<file path="config.mk">
export PLATFORM = sky130hd
export DESIGN_NAME = if_id_queue
export DESIGN_NICKNAME = d
export VERILOG_FILES = /design/src/rtl/if_pkg.sv /design/src/rtl/ifq_ptr.sv /design/src/rtl/if_id_queue.sv
export SDC_FILE = /design/constraint.sdc
export NUM_CORES = 1
export LEC_CHECK = 0
export CORE_ASPECT_RATIO = 0.8
export CORE_MARGIN = 1
export CORE_UTILIZATION = 40
export CTS_CLUSTER_SIZE = 28
export DETAILED_ROUTE_END_ITERATION = 6
export GPL_ROUTABILITY_DRIVEN = 1
export PLACE_DENSITY = 0.66
export REMOVE_ABC_BUFFERS = 1
export SYNTH_ARGS = -nofsm -noshare
export SYNTH_HDL_FRONTEND = slang
export SYNTH_SLANG_ARGS = --single-unit
</file>
<file path="constraint.sdc">
create_clock -name clk -period 4.6 [get_ports clk]
set_clock_uncertainty 0.15 [all_clocks]
set_input_delay 0.92 -clock clk [delete_from_list [all_inputs] [get_ports clk]]
set_output_delay 0.92 -clock clk [all_outputs]
set_load 0.005 [all_outputs]
</file>
<file path="src/rtl/if_pkg.sv">
// Shared definitions for the fetch-to-decode instruction queue.
//
// Contents:
//   IFQ_XLEN      default PC / instruction width
//   NOP           instruction decode substitutes while the queue shows no entry
//   ifq_entry_t   packed queue entry {pc, instr, misaligned}
//   is_misaligned flags a PC that is not 4-byte aligned
package if_pkg;

  localparam int IFQ_XLEN = 32;

  localparam logic [IFQ_XLEN-1:0] NOP = 32'h0000_0013;

  typedef struct packed {
    logic [IFQ_XLEN-1:0] pc;
    logic [IFQ_XLEN-1:0] instr;
    logic                misaligned;
  } ifq_entry_t;

  function automatic logic is_misaligned(input logic [1:0] pc_lo);
    return pc_lo != 2'b00;
  endfunction

endpackage

</file>
<file path="src/rtl/ifq_ptr.sv">
// Wrap-around pointer register for the instruction queue.
//
// Ports:
//   clk    rising-edge clock
//   reset  asynchronous active-high reset, pointer -> 0
//   i_clr  synchronous clear (takes priority over i_inc)
//   i_inc  advance the pointer by one, wrapping modulo DEPTH
//   o_ptr  current pointer value
module ifq_ptr #(
  parameter int DEPTH = 4
) (
  input  logic                       clk,
  input  logic                       reset,
  input  logic                       i_clr,
  input  logic                       i_inc,
  output logic [$clog2(DEPTH)-1:0]   o_ptr
);

  localparam int PW = $clog2(DEPTH);

  logic [PW-1:0] r_ptr;

  // NOTE: state registers use non-blocking assignments so every flop samples
  // pre-edge values regardless of process evaluation order.
  always_ff @(posedge clk or posedge reset) begin
    if (reset) begin
      r_ptr <= '0;
    end else if (i_clr) begin
      r_ptr <= '0;
    end else if (i_inc) begin
      // DEPTH is a power of two, so natural overflow is the modulo wrap.
      r_ptr <= r_ptr + PW'(1);
    end
  end

  assign o_ptr = r_ptr;

endmodule

</file>
<file path="src/rtl/if_id_queue.sv">
// Instruction queue between fetch and decode: a valid/ready FIFO of
// {pc, instr, misaligned} entries with a synchronous flush for redirects.
//
// Optional feature (macro IFQ_BYPASS_EN): when the queue is empty and fetch
// presents an entry (no flush), that entry is shown on out_* in the same
// cycle; if decode takes it, it is never written and count stays 0.
//
// Parameters:
//   DEPTH  number of entries, power of two, >= 2
//   XLEN   PC / instruction width; entries use if_pkg::ifq_entry_t, so this
//          must match IFQ_XLEN
//
// Ports:
//   clk, reset         clock and asynchronous active-high reset
//   flush              redirect; empties the queue at the edge, overrides transfers
//   in_valid/in_ready  fetch-side handshake; in_ready = not full
//   in_pc, in_instr    fetched entry
//   out_valid/out_ready decode-side handshake
//   out_pc, out_instr, out_misaligned  head entry (0 when nothing to show)
//   count              current occupancy
module if_id_queue
  import if_pkg::*;
#(
  parameter int DEPTH = 4,
  parameter int XLEN  = IFQ_XLEN
) (
  input  logic                       clk,
  input  logic                       reset,
  input  logic                       flush,
  input  logic                       in_valid,
  output logic                       in_ready,
  input  logic [XLEN-1:0]            in_pc,
  input  logic [XLEN-1:0]            in_instr,
  output logic                       out_valid,
  input  logic                       out_ready,
  output logic [XLEN-1:0]            out_pc,
  output logic [XLEN-1:0]            out_instr,
  output logic                       out_misaligned,
  output logic [$clog2(DEPTH):0]     count
);

  localparam int PW = $clog2(DEPTH);
  localparam int CW = PW + 1;

  ifq_entry_t    r_mem [DEPTH];
  logic [CW-1:0] r_count;

  logic [PW-1:0] w_wr_ptr;
  logic [PW-1:0] w_rd_ptr;
  ifq_entry_t    w_wr_entry;
  ifq_entry_t    w_head;
  logic          w_empty;
  logic          w_full;
  logic          w_bypass;
  logic          w_push;
  logic          w_pop;

  assign w_empty = (r_count == '0);
  assign w_full  = (r_count == CW'(DEPTH));

  assign w_wr_entry.pc         = in_pc;
  assign w_wr_entry.instr      = in_instr;
  assign w_wr_entry.misaligned = is_misaligned(in_pc[1:0]);

`ifdef IFQ_BYPASS_EN
  assign w_bypass = w_empty && in_valid && !flush;
`else
  assign w_bypass = 1'b0;
`endif

  // Flush cancels both sides. A bypassed entry that decode takes directly is
  // not written, which keeps count at 0.
  assign w_pop  = !w_empty && out_ready && !flush;
  assign w_push = in_valid && !w_full && !flush && !(w_bypass && out_ready);

  ifq_ptr #(.DEPTH(DEPTH)) u_wr_ptr (
    .clk   (clk),
    .reset (reset),
    .i_clr (flush),
    .i_inc (w_push),
    .o_ptr (w_wr_ptr)
  );

  ifq_ptr #(.DEPTH(DEPTH)) u_rd_ptr (
    .clk   (clk),
    .reset (reset),
    .i_clr (flush),
    .i_inc (w_pop),
    .o_ptr (w_rd_ptr)
  );

  always_ff @(posedge clk or posedge reset) begin
    if (reset) begin
      r_count <= '0;
    end else if (flush) begin
      r_count <= '0;
    end else if (w_push && !w_pop) begin
      r_count <= r_count + CW'(1);
    end else if (!w_push && w_pop) begin
      r_count <= r_count - CW'(1);
    end
  end

  // NOTE: the storage array has no reset; entries are only read once count
  // says they were written, and leaving it unreset lets it map onto RAM.
  always_ff @(posedge clk) begin
    if (w_push) begin
      r_mem[w_wr_ptr] <= w_wr_entry;
    end
  end

  // NOTE: assign a default first so every path drives w_head and no latch forms.
  always_comb begin
    w_head = '0;
    if (!w_empty) begin
      w_head = r_mem[w_rd_ptr];
    end else if (w_bypass) begin
      w_head = w_wr_entry;
    end
  end

  assign in_ready       = !w_full;
  assign out_valid      = !w_empty || w_bypass;
  assign out_pc         = w_head.pc;
  assign out_instr      = w_head.instr;
  assign out_misaligned = w_head.misaligned;
  assign count          = r_count;

endmodule

</file>
==> qor.csv, run 1 <==
stage,metric,value,unit
critical_path,CP Launch Type,register,
floorplan,IO Pins,139,
outcome,status,finished clean,
hold_path,Min-Delay Startpoint,u_wr_ptr.o_ptr[1]$_DFFE_PP0P_,
cells_and_area,fill cell count,2035,
route,Wirelength per Cell,19.9,µm
cells_and_area,fin util,0.512,
power_and_ir_drop,clock power share,0.290,
power_and_ir_drop,switching share of power,0.251,
critical_path,worst r2r src,count[0]$_DFFE_PP0P_,
critical_path,crit path buf inv count,2,
clock_tree,clock sink count,267,
cells_and_area,synthesis-to-layout area growth,25.2,%
critical_path,FF-to-FF path depth,7,
logic_synthesis,Syn. warnings,0,
logic_synthesis,Adder-Cell Fraction of Synth Area,0.00674,
critical_path,arrival time worst endpoint,2850,ps
logic_synthesis,post-synthesis register bit count,267,
logic_synthesis,main combinational cell family by area after synthesis,multiplexers,
floorplan,chip width,182,µm
power_and_ir_drop,combinational power share,0.295,
logic_synthesis,Gate Count Post-Synth,475,
critical_path,CP peak stage delay,820,ps
hold_path,Hold Crit Depth,2,
critical_path,Required @ worst endpoint,3530,ps
clock_tree,Post-CTS Hold Buffers,0,
power_and_ir_drop,Psw,0.00180,W
logic_synthesis,number of synthesized flops with an enable pin,260,
route,Top Metal Used,met4,
route,Routed WL,19900,µm
sta,RSZ-0062 raised after global routing,no,
critical_path,crit path cell chain,buf_12 > mux4_2 > and2_1 > clkdlybuf4s50_1,
route,first-iteration detailed-routing DRC count,334,
critical_path,CP max FO,28,
critical_path,endpoint type of the worst setup path,output port,
critical_path,crit path kind,register to output port,
placed_design,GP Congestion,0.776,
floorplan,die area,26700,µm²
route,DRC viols,0,
route,routed wire length on met2,9920,µm
critical_path,"CP delay by family, top",flip-flops,
logic_synthesis,Synth Flop Type,edfxtp_1,
hold_path,Worst Hold Path EP,u_wr_ptr.o_ptr[1]$_DFFE_PP0P_,
route,DRT Pass-1 Iters,4,
clock_tree,H-tree depth,1,
route,Final ANT Viol Nets,0,
grt,antenna violations before repair,1,
critical_path,reg-to-reg endpoint,count[1]$_DFFE_PP0P_,
route,Via Count,4989,
logic_synthesis,post-synth cell types,32,
sta,Final period util,0.852,
sta,final worst path period need,3920,ps
floorplan,row count,52,
sta,post-route setup TNS,0,ps
sta,final-report setup violation count,0,
placed_design,detailed placement HPWL,11900,µm
logic_synthesis,complex-gate fraction of the synthesized area,0.00674,
clock_tree,clk root buf,clkbuf_16,
sta,Slew Limit Fails,0,
clock_tree,Worst-path clk slew,60,ps
job,maxcap violations,0,
logic_synthesis,Synth Area in Simple Gates,0.0511,
floorplan,Initial Utilization,0.409,
route,routed vias/inst,5.01,
power_and_ir_drop,Leakage,4.13,nW
critical_path,reg2reg setup slack,1290,ps
hold_path,hold crit path type,register to register,
grt,first-pass GRT wire length,31100,µm
sta,setup ws final,682,ps
logic_synthesis,"FFs w/ async S/R, synth",0.0262,
power_and_ir_drop,largest vdd supply drop,0.000269,V
sta,worst rel slew slack,0.228,
cells_and_area,"commonest non-fill, non-tap cell in the layout",edfxtp_1,
cells_and_area,Storage cell area,7990,µm²
sta,FMAX,0.255,GHz
logic_synthesis,XOR/XNOR Fraction of Synth Area,0.00505,
logic_synthesis,average size of a mapped cell,21.9,µm²
grt,pin count of the biggest net entering global routing,70,
cells_and_area,area of the multi-input gates,2200,µm²
cells_and_area,most frequent cells in the layout,"edfxtp_1, clkdlybuf4s50_1, and2_1",
sta,Tightest Pin Transition,1160,ps
clock_tree,worst skew pair latency,510,ps
cells_and_area,nets,701,
grt,overall global routing resource usage,0.154,
logic_synthesis,register area share after synthesis,0.767,
placed_design,port bufs,138,
critical_path,Crit-path slowest cell,dfrtp_4,
sta,Final Hold Viols,0,
power_and_ir_drop,Int Power,0.00535,W
floorplan,Die Height,146,µm
logic_synthesis,mux contribution to synthesized area,0.141,
clock_tree,TritonCTS Buffers,26,
cells_and_area,share of layout cells above drive strength 1,0.197,
route,met3 WL,1070,µm
clock_tree,Post-CTS Setup Inserts,0,
power_and_ir_drop,sequential power share,0.415,
grt,vias in the first global route,5474,
clock_tree,CTS tree,done,
clock_tree,Resized cells post-CTS,0,
logic_synthesis,synthesized area,10400,µm²
clock_tree,clk buf depth,3,
placed_design,dpl ws,1050,ps
power_and_ir_drop,Power Dens Cells,549,nW/µm²
route,met1 wire length,8570,µm
floorplan,core area,25400,µm²
grt,grt total ovfl,0,
==> worst min-delay path, cell delays in order, from the launching register on <==
cell and delay, ps:
dfrtp_1 420, nand2_1 80, a21oi_1 60
==> final cells by class <==
class | instances | share of cell area
diodes | 1 | 0.000192
inverters | 6 | 0.00173
well taps | 351 | 0.0337
clock buffers | 28 | 0.0522
clock inverters | 17 | 0.0122
multi-input cells | 175 | 0.169
repair buffers | 151 | 0.117
flip-flops and latches | 267 | 0.614
==> worst max-delay path by stage <==
stage,slack (ps),depth (start not counted),endpoint,startpoint
2_1_floorplan,80,2,out_instr[0],u_rd_ptr.o_ptr[0]$_DFFE_PP0P_
3_3_place_gp,1090,8,count[1]$_DFFE_PP0P_,in_valid
3_5_place_dp,1050,8,count[1]$_DFFE_PP0P_,in_valid
4_1_cts,610,3,out_pc[1],count[0]$_DFFE_PP0P_
5_1_grt,470,3,out_instr[21],count[0]$_DFFE_PP0P_
6_report,680,4,out_instr[17],u_rd_ptr.o_ptr[0]$_DFFE_PP0P_
==> state kept, by name, indices dropped and copies added, names as in the netlist <==
register and flops:
u_wr_ptr.o_ptr 2, count 3, u_rd_ptr.o_ptr 2, r_mem 260
==> cells by family after synthesis <==
logic type	count (synthesis)
adder cells (fa/ha/maj)	5
multiplexers	65
flip-flops	267
AO/OA/AOI/OAI	10
buffers and inverters	33
XOR/XNOR	6
AND/OR/NAND/NOR	89
==> power by group through the flow <==
| stage | clock network, W | registers (W) | logic, W |
|---|---|---|---|
| finish | 0.00207 | 0.00297 | 0.00211 |
| global route | 0.00223 | 0.00299 | 0.00230 |
| CTS | 0.00213 | 0.00297 | 0.00217 |
| detailed placement | 0 | 0.00302 | 0.00216 |
| global placement | 0 | 0.00301 | 0.00214 |
| floorplan | 0 | 0.00306 | 0.000963 |
==> through the flow <==
stage	cell area, µm²	hold WS, ps	total power, W	cells
floorplan	10200	386	0.00403	448
global placement	12200	413	0.00516	950
finish	13000	444	0.00715	996
detailed placement	12200	430	0.00519	950
global route	13000	472	0.00753	995
CTS	13000	443	0.00727	995
==> per-layer routing <==
layer | vias up | track usage
li1 | 2216 | -
met4 | 0 | 0.0298
met5 | - | 0
met3 | 23 | 0.0312
met1 | 2611 | 0.206
met2 | 139 | 0.264
==> synth_stat cells, types with 2 or more instances <==
cell type	number	area, µm²
buf_4	3	22.5
inv_1	6	22.5
a21oi_1	2	10.0
nand3_1	2	10.0
xor2_1	4	35.0
buf_2	7	35.0
ha_1	4	50.1
o22ai_1	2	12.5
dfrtp_1	7	175
xnor2_1	2	17.5
clkbuf_1	10	37.5
buf_6	3	33.8
edfxtp_1	260	7810
buf_12	4	80.1
mux4_2	65	1460
nand2_1	4	15.0
nor2_1	6	22.5
and2_1	70	438
No activity file was read; power rests on OpenSTA's default activity.
==> inputs of run 2 (changes only) <==
--- a/config.mk
+++ b/config.mk
@@ -7,11 +7,11 @@
 export LEC_CHECK = 0
 export CORE_ASPECT_RATIO = 0.8
 export CORE_MARGIN = 1
-export CORE_UTILIZATION = 40
+export CORE_UTILIZATION = 39
 export CTS_CLUSTER_SIZE = 28
 export DETAILED_ROUTE_END_ITERATION = 6
 export GPL_ROUTABILITY_DRIVEN = 1
-export PLACE_DENSITY = 0.66
+export PLACE_DENSITY = 0.65
 export REMOVE_ABC_BUFFERS = 1
 export SYNTH_ARGS = -nofsm -noshare
 export SYNTH_HDL_FRONTEND = slang
==> run 2 against run 1 <==
  * Count of clock-buffer cells in the layout up 5
  * Register-to-register slack got worse by 60 ps
  * Final cell count increased by 0.10%
  * Non-clock buffer count fell by 6
  * Global-route usage shrank 0.85 points
  * Critical path depth unchanged
  * Clock power rose by 2%
  * Sequential power is 1% lower
  * Utilization decreased by 1.7 points
  * Sequential share of layout area is 0.11 points higher
  * Cell area fell by 0.18%
  * Die area rose by 2.5%
==> qor.csv, run 2 (synthesis gave the netlist of run 1 again) <==
stage,metric,value,unit,change
outcome,status,finished clean,,
route,routed wire length on met2,9530,µm,-3.9%
cells_and_area,largest register by flop count,r_mem,,
route,routed vias/inst,4.98,,-0.64%
critical_path,endpoint type of the worst setup path,output port,,
critical_path,reg2reg setup slack,1230,ps,-60 ps
placed_design,detailed placement HPWL,11200,µm,-5.8%
critical_path,CP max FO,37,,+32%
critical_path,worst r2r src,count[0]$_DFFE_PP0P_,,
floorplan,die area,27300,µm²,+2.5%
clock_tree,Worst-path clk slew,60,ps,about the same
grt,pin count of the biggest net entering global routing,67,,-4.3%
route,Final ANT Viol Nets,0,,unchanged
floorplan,Die Height,148,µm,+1.3%
route,Routed WL,19500,µm,-1.9%
cells_and_area,share of layout cells above drive strength 1,0.181,,-0.0160
route,DRC viols,0,,unchanged
sta,FMAX,0.255,GHz,-0.18%
clock_tree,clk buf depth,3,,unchanged
route,first-iteration detailed-routing DRC count,338,,+1.2%
grt,first-pass GRT wire length,30100,µm,-3.2%
sta,final-report setup violation count,0,,unchanged
power_and_ir_drop,Leakage,4.09,nW,-0.93%
grt,vias in the first global route,5461,,-0.24%
floorplan,IO Pins,139,,unchanged
placed_design,port bufs,138,,unchanged
sta,setup ws final,675,ps,-7.18 ps
cells_and_area,ant diodes,0,,-1
sta,Final period util,0.853,,+0.00156
clock_tree,TritonCTS Buffers,27,,+3.8%
grt,antenna violations before repair,0,,-1
hold_path,Hold Crit Depth,2,,unchanged
grt,overall global routing resource usage,0.146,,-0.00850
cells_and_area,Layout Cells excl Fill,997,,+0.10%
route,DRT Pass-1 Iters,4,,unchanged
clock_tree,Post-CTS Hold Buffers,0,,unchanged
critical_path,arrival time worst endpoint,2850,ps,about the same
critical_path,Required @ worst endpoint,3530,ps,about the same
placed_design,Cells after DPL,950,,unchanged
floorplan,chip width,185,µm,+1.3%
critical_path,CP Launch Type,register,,
sta,final worst path period need,3920,ps,+7.18 ps
sta,post-route setup TNS,0,ps,unchanged
sta,Tightest Pin Transition,1040,ps,-121 ps
route,Top Metal Used,met4,,
clock_tree,clk root buf,clkbuf_16,,
cells_and_area,fin util,0.495,,-0.0169
floorplan,row count,53,,+1.9%
cells_and_area,synthesis-to-layout area growth,24.9,%,
critical_path,crit path kind,register to output port,,
clock_tree,CTS tree,done,,
grt,grt total ovfl,0,,unchanged
power_and_ir_drop,largest vdd supply drop,0.000316,V,+18%
clock_tree,H-tree depth,1,,unchanged
power_and_ir_drop,Power Dens Cells,550,nW/µm²,+0.15%
hold_path,Worst Hold Path EP,u_wr_ptr.o_ptr[1]$_DFFE_PP0P_,,
sta,Final Hold Viols,0,,unchanged
sta,RSZ-0062 raised after global routing,no,,
placed_design,dpl ws,1020,ps,-29.6 ps
cells_and_area,"commonest non-fill, non-tap cell in the layout",edfxtp_1,,
placed_design,GP Congestion,0.747,,-3.7%
route,met1 wire length,8440,µm,-1.5%
clock_tree,clock sink count,267,,unchanged
cells_and_area,number of flip-flops under the largest register name,260,,unchanged
sta,worst rel slew slack,0.309,,+0.0809
clock_tree,Resized cells post-CTS,0,,unchanged
critical_path,FF-to-FF path depth,8,,+1
sta,Slew Limit Fails,0,,unchanged
clock_tree,Post-CTS Setup Inserts,0,,unchanged
job,maxcap violations,0,,unchanged
route,met3 WL,1100,µm,+3.4%
route,Via Count,4962,,-0.54%
cells_and_area,most frequent cells in the layout,"edfxtp_1, clkdlybuf4s50_1, and2_1",,
cells_and_area,fill cell count,2173,,+6.8%
hold_path,Min-Delay Startpoint,u_wr_ptr.o_ptr[1]$_DFFE_PP0P_,,
critical_path,Critical Path Start,count[0]$_DFFE_PP0P_,,
floorplan,core area,26300,µm²,+3.2%
route,Wirelength per Cell,19.5,µm,-2.0%
cells_and_area,nets,696,,-0.71%
clock_tree,worst skew pair latency,530,ps,+20 ps
hold_path,hold crit path type,register to register,,
critical_path,reg-to-reg endpoint,count[1]$_DFFE_PP0P_,,
floorplan,Initial Utilization,0.396,,-0.0128
## run 2: metal layers
metal	vias up	track usage
met2	162	0.248
met5	-	0
li1	2204	-
met4	0	0.0329
met1	2567	0.195
met3	29	0.0289
## run 2: critical path, stage by stage, from the launching register on
cell and delay, ps:
dfrtp_1 470, or3_2 810, buf_4 380, and2_1 190
clkdlybuf4s50_1 460
## run 2: through the flow
step / hold WS (ps) / total power, W / area [µm²]
final: 432 / 0.00715 / 13000
after global routing: 472 / 0.00750 / 13000
after CTS: 440 / 0.00726 / 13000
after detailed placement: 432 / 0.00513 / 12100
after global placement: 411 / 0.00510 / 12100
after floorplan: 386 / 0.00403 / 10200
## run 2: worst max-delay path by stage
stage | slack, ps | cells after the start | endpoint
after floorplan | 80 | 2 | out_instr[0]
after global placement | 1020 | 8 | count[1]$_DFFE_PP0P_
after detailed placement | 1020 | 8 | count[1]$_DFFE_PP0P_
after CTS | 630 | 4 | out_pc[15]
after global routing | 530 | 4 | out_instr[12]
final | 680 | 4 | out_instr[12]
## run 2: power breakdown
group          internal [W]  total [W]  switching (W)
logic               0.00126    0.00210       0.000843
registers           0.00283    0.00293      0.0000926
clock network       0.00124    0.00212       0.000870
total               0.00534    0.00715        0.00181
## run 2: layout make-up
type | count | area, µm² | share of cell area
well taps | 357 | 447 | 0.0344
flip-flops and latches | 267 | 7990 | 0.615
inverters | 6 | 22.5 | 0.00173
clock buffers | 33 | 698 | 0.0537
multi-input cells | 175 | 2200 | 0.169
repair buffers | 145 | 1480 | 0.114
clock inverters | 14 | 156 | 0.0120
